===== config.mk =====
export PLATFORM = sky130hd
export DESIGN_NAME = serie_paralelo_rx_flat
export DESIGN_NICKNAME = d
export VERILOG_FILES = /design/src/rtl/serie_paralelo_rx_pkg.sv /design/src/rtl/serie_paralelo_rx_if.sv /design/src/rtl/serie_paralelo_rx_shift8.sv /design/src/rtl/serie_paralelo_rx.sv /design/src/flat_wrapper.sv
export SDC_FILE = /design/constraint.sdc
export NUM_CORES = 1
export LEC_CHECK = 0
export ABC_AREA = 1
export BUFFER_PORTS_ARGS = -buffer_cell sky130_fd_sc_hd__buf_2
export CELL_PAD_IN_SITES_DETAIL_PLACEMENT = 0
export CELL_PAD_IN_SITES_GLOBAL_PLACEMENT = 1
export CORE_MARGIN = 8
export CORE_UTILIZATION = 29
export CTS_CLUSTER_DIAMETER = 30
export DETAILED_ROUTE_END_ITERATION = 6
export PLACE_DENSITY = 0.54
export SETUP_SLACK_MARGIN = 0.3
export SLEW_MARGIN = 20
export SYNTH_ARGS = -nofsm -noshare
export SYNTH_HDL_FRONTEND = slang
export SYNTH_SLANG_ARGS = --single-unit

===== constraint.sdc =====
create_clock -name clk_8f -period 2.7 [get_ports clk_8f]
set_clock_uncertainty 0.15 [all_clocks]
set_input_delay 0.54 -clock clk_8f [delete_from_list [all_inputs] [get_ports clk_8f]]
set_output_delay 0.54 -clock clk_8f [all_outputs]
set_load 0.05 [all_outputs]

===== src/rtl/serie_paralelo_rx_pkg.sv =====
// phy_rx_pkg: shared PHY RX constants (comma byte, lock count default, FSM state encoding)
package phy_rx_pkg;
  localparam logic [7:0] COMMA_DEFAULT = 8'hBC;
  localparam int LOCK_COUNT_DEFAULT = 4;
  typedef enum logic [1:0] {
    SEARCH = 2'd0,
    COUNT  = 2'd1,
    LOCKED = 2'd2
  } rx_state_t;
endpackage


===== src/rtl/serie_paralelo_rx_if.sv =====
// serie_paralelo_rx_if: serial-in / parallel-out bus of one RX lane
// data_in: serial bit (MSB first); data_out/valid_out: received byte; byte_strobe: byte done; active: locked
interface serie_paralelo_rx_if;
  logic data_in;
  logic [7:0] data_out;
  logic valid_out;
  logic byte_strobe;
  logic active;
  modport master (output data_in, input data_out, valid_out, byte_strobe, active);
  modport slave (input data_in, output data_out, valid_out, byte_strobe, active);
endinterface


===== src/rtl/serie_paralelo_rx_shift8.sv =====
// rx_shift8: serial shift register with candidate byte and mod-8 bit counter
// ports: clk_8f, reset (async, low), data_in, clr (sync bit counter clear), cand, last_bit
module rx_shift8 (
  input  logic       clk_8f,
  input  logic       reset,
  input  logic       data_in,
  input  logic       clr,
  output logic [7:0] cand,
  output logic       last_bit
);
  // only the last seven bits are needed; the incoming bit completes the byte
  logic [6:0] sr;
  logic [2:0] bit_cnt;
  assign cand = {sr, data_in};
  assign last_bit = bit_cnt == 3'd7;
  always_ff @(posedge clk_8f or negedge reset)
    if (!reset) begin
      sr <= '0;
      bit_cnt <= '0;
    end else begin
      sr <= cand[6:0];
      bit_cnt <= clr ? 3'd0 : bit_cnt + 3'd1;
    end
endmodule


===== src/rtl/serie_paralelo_rx.sv =====
// serie_paralelo_rx: comma-aligned serial-to-parallel receiver for one lane
// ports: clk_8f (bit clock), reset (async, low), bus (slave: data_in in; data_out, valid_out, byte_strobe, active out)
module serie_paralelo_rx
  import phy_rx_pkg::*;
#(
  parameter logic [7:0] COMMA = COMMA_DEFAULT,
  parameter int LOCK_COUNT = LOCK_COUNT_DEFAULT
) (
  input logic clk_8f,
  input logic reset,
  serie_paralelo_rx_if.slave bus
);
  localparam logic [3:0] LC = 4'(LOCK_COUNT);
  rx_state_t state;
  logic [3:0] comma_cnt;
  logic [7:0] cand;
  logic last_bit;
  logic is_comma;
  logic [3:0] cnt_next;
  assign is_comma = cand == COMMA;
  assign cnt_next = comma_cnt + 4'd1;
  // holding the counter clear while hunting makes the comma-match edge the byte boundary
  rx_shift8 u_shift (
    .clk_8f(clk_8f),
    .reset(reset),
    .data_in(bus.data_in),
    .clr(state == SEARCH),
    .cand(cand),
    .last_bit(last_bit)
  );
  always_ff @(posedge clk_8f or negedge reset)
    if (!reset) begin
      state <= SEARCH;
      comma_cnt <= '0;
      bus.data_out <= '0;
      bus.valid_out <= 1'b0;
      bus.byte_strobe <= 1'b0;
      bus.active <= 1'b0;
    end else begin
      bus.byte_strobe <= state == LOCKED && last_bit;
      case (state)
        SEARCH:
          if (is_comma) begin
            comma_cnt <= 4'd1;
            state <= LC == 4'd1 ? LOCKED : COUNT;
            bus.active <= LC == 4'd1;
          end
        COUNT:
          if (last_bit) begin
            // a broken run goes back to hunting without re-testing this byte
            if (!is_comma) begin
              state <= SEARCH;
              comma_cnt <= '0;
            end else begin
              comma_cnt <= cnt_next;
              if (cnt_next == LC) begin
                state <= LOCKED;
                bus.active <= 1'b1;
              end
            end
          end
        LOCKED:
          if (last_bit) begin
            bus.valid_out <= !is_comma;
            if (!is_comma) bus.data_out <= cand;
          end
        default: state <= SEARCH;
      endcase
    end
endmodule


===== src/flat_wrapper.sv =====
// flat-port wrapper written by rule: the top's interface ports become plain ports
module serie_paralelo_rx_flat import phy_rx_pkg::*;
#(
  parameter logic [7:0] COMMA = COMMA_DEFAULT,
  parameter int LOCK_COUNT = LOCK_COUNT_DEFAULT
)
  (clk_8f, reset, bus_data_in, bus_data_out, bus_valid_out, bus_byte_strobe, bus_active);
  serie_paralelo_rx_if bus_i ();
  input logic clk_8f;
  input logic reset;
  input wire logic [$bits(bus_i.data_in)-1:0] bus_data_in;
  output wire logic [$bits(bus_i.data_out)-1:0] bus_data_out;
  output wire logic [$bits(bus_i.valid_out)-1:0] bus_valid_out;
  output wire logic [$bits(bus_i.byte_strobe)-1:0] bus_byte_strobe;
  output wire logic [$bits(bus_i.active)-1:0] bus_active;
  assign bus_i.data_in = bus_data_in;
  assign bus_data_out = bus_i.data_out;
  assign bus_valid_out = bus_i.valid_out;
  assign bus_byte_strobe = bus_i.byte_strobe;
  assign bus_active = bus_i.active;
  serie_paralelo_rx #(.COMMA(COMMA), .LOCK_COUNT(LOCK_COUNT)) u_core (.clk_8f(clk_8f), .reset(reset), .bus(bus_i));
endmodule

==> impl_results.md <==
- Outcome: complete, no violations
- Clk sinks: 27
- CTS H-tree depth: 1
- Ports: 14
- # Max-Cap Violations: 0
- WP data required: 2.72 ns
- DRT Wirelength: 2180 um
- Worst EP arrival: around 1.8 ns
- Pre-antenna DRT Iters: 3
- Sequential share of the synthesized area: 56.9%
- Via count: 822
- Cells after Synth: 126
- Clk Latency, worst-skew pair: about 0.28 ns
- CTS resizes: 0
- Drt drc: 0
- TNS Setup: 0 ns
- Final setup fails: 0
- Hold Path Class: primary input to async pin
- Leakage: 0.658 nW
- Final Total Pwr: 0.712 mW
- Clock root cell: clkbuf_8
- Mean Syn Cell Area: 9.42 um^2
- Crit path launch type: register
- First-pass GRT wire length: slightly below 4000 um
- # rows: 23
- Gpl congestion: 0.717
- Worst-Margin Slew: between 0.6 and 0.7 ns
- Die W: 80.0 um
- Reg clk slew, reported paths: 0.10 ns
- # diodes: 0
- RSZ-0062 raised after global routing: no
- DP Worst Slack: 0.780 ns
- Area Overhead vs Synth: 13.0%
- Final hold viol count: 0
- Yosys Warn Count: 0
- CTS tree: built
- Critical-path top delay cell: dfrtp_1
- DRT antenna net count: 0
- CP top delay family: adder cells
- Pwr/cell area: 531 nW/um^2
- CP peak stage delay: 0.39 ns
- Pin count of the biggest net entering global routing: 28
- Hold_buf cts: 0
- Slew HR: 59.0%
- Final period util: 65.9%
- Distinct cells, synth: 20
- Critical path class: register to register
- Core ar.: between 3000 and 4000 um^2
- Multi-input gate area: 440 um^2
- Starting Density: roughly 30%
- Final Max Tran Viols: 0
- Max Root-Sink Buffers: 2
- Aggregate global-route resource usage: under 10%
- Sequential Area: 676 um^2
- Synth Cell Area: around 1200 um^2
- Share of layout cells above drive strength 1: 19.1%
- Overflow left after global routing: 0
- HPWL after DPL: 1590 um
- Synth Register Bits: 27
- NumNets Final: 149
- Die area: ~6400 um^2
- I/O Buffers: 13
- Setup bufs post-CTS: 0
- Setup crit end kind: register
- Filler cell count: roughly 440
- Wirelength per Cell: 11.4 um
- Setup ws final: 0.921 ns
- Initial DRC count: 34
- Initial antenna violation count: 0
- Fmax: 0.562 GHz
- Die height: 80.0 um
- CP cell instances: ha_1 > ha_1 > inv_1 > nand3_1 > nand2_1 > nor2_1 > a21oi_1 > nor2_1
- Max IR drop VDD: 0.000285 V
- Vias/cell: 4.30
- CTS buffer count: 3
- Worst-path fanout max: 3
- WP buf/inv: 1
- Crit path time final: 1.78 ns
- Syn_nets: 133
- Vias in the first global route: 834
## path summary, 6_finish.rpt
kind	cells after the start	slack, ns	to	start
worst max-delay path	8	0.92	u_core.bus.active$_DFFE_PN0P_	u_core.u_shift.bit_cnt[0]$_DFF_PN0_
max in group asynchronous	1	1.89	u_core.state[0]$_DFFE_PN0P_	reset
worst min-delay path	1	0.11	u_core.u_shift.bit_cnt[2]$_DFF_PN0_	reset
worst max register to register	8	0.92	u_core.bus.active$_DFFE_PN0P_	u_core.u_shift.bit_cnt[0]$_DFF_PN0_
worst min register to register	0	0.23	u_core.u_shift.sr[6]$_DFF_PN0_	u_core.u_shift.sr[5]$_DFF_PN0_
min in group clk_8f	1	0.23	u_core.u_shift.sr[0]$_DFF_PN0_	bus_data_in
## metrics by stage
step	instances	util [%]	hold slack (ns)	area (um^2)
CTS	191	33.8	0.130	1340
global route	191	33.8	0.157	1340
global placement	187	32.5	0.209	1290
detailed placement	187	32.5	0.213	1290
floorplan	126	-	0.0944	1190
finish	191	33.8	0.113	1340
## synth_stat cells, drive strengths merged
cell type  instances  share of area (%)
buf                2                1.9
a21oi              2               0.84
inv               13                4.1
o22a               1               0.74
nor3               1               0.42
o21ai              7                3.9
dfrtp             27                 57
nor2              12                5.8
or2                1               0.74
nand4              2                1.1
nand2             44                 15
nand3             10                4.6
ha                 4                4.2
## flip-flops by register name, indices dropped and copies added, names as in the netlist
signal,count
u_core.bus.active,1
u_core.bus.byte_strobe,1
u_core.bus.data_out,8
u_core.bus.valid_out,1
u_core.comma_cnt,4
u_core.state,2
u_core.u_shift.bit_cnt,3
u_core.u_shift.sr,7
## final cells by class
cell class	instances	area share, %
Timing Repair Buffer	13	4.85
Clock inverter	1	0.560
Clock buffer	3	3.08
Inverter	13	3.64
Multi-Input combinational cell	84	32.8
Tap cell	50	4.66
Sequential cell	27	50.4
## report_power, final
part	total, mW	switching (mW)	internal, mW	leakage, nW
combinational	0.0497	0.0399	0.00976	0.309
sequential	0.422	0.00653	0.416	0.328
clock	0.240	0.135	0.105	0.0217
total	0.712	0.181	0.530	0.658
## worst register-to-register path, cell delays in order (launching register included)
cell	delay [ns]
dfrtp_1	0.39
ha_1	0.20
ha_1	0.21
inv_1	0.18
nand3_1	0.17
nand2_1	0.09
nor2_1	0.06
a21oi_1	0.17
nor2_1	0.05
## cell usage in the layout (no fill, tap or decap), drive strengths merged
| cell | count |
|---|---|
| a21oi | 2 |
| buf | 13 |
| clkbuf | 3 |
| clkinvlp | 1 |
| dfrtp | 27 |
| ha | 4 |
| inv | 13 |
| nand2 | 44 |
| nand3 | 10 |
| nand4 | 2 |
| nor2 | 12 |
| nor3 | 1 |
| o21ai | 7 |
| o22a | 1 |
| or2 | 1 |
## routing by layer
layer	vias to the layer above	wire length [um]	global-route usage, %
met5	-	0	0
met4	0	46	4.36
met3	5	128	2.59
met2	12	874	10.8
met1	373	1130	10.5
li1	432	-	-
## logic make-up after synthesis
family	synth area share [%]
flops	56.9
buf+inv	6.01
simple gates	27.4
compound gates	5.48
fa+ha+maj	4.22
Power figures use the tool's default switching activity.
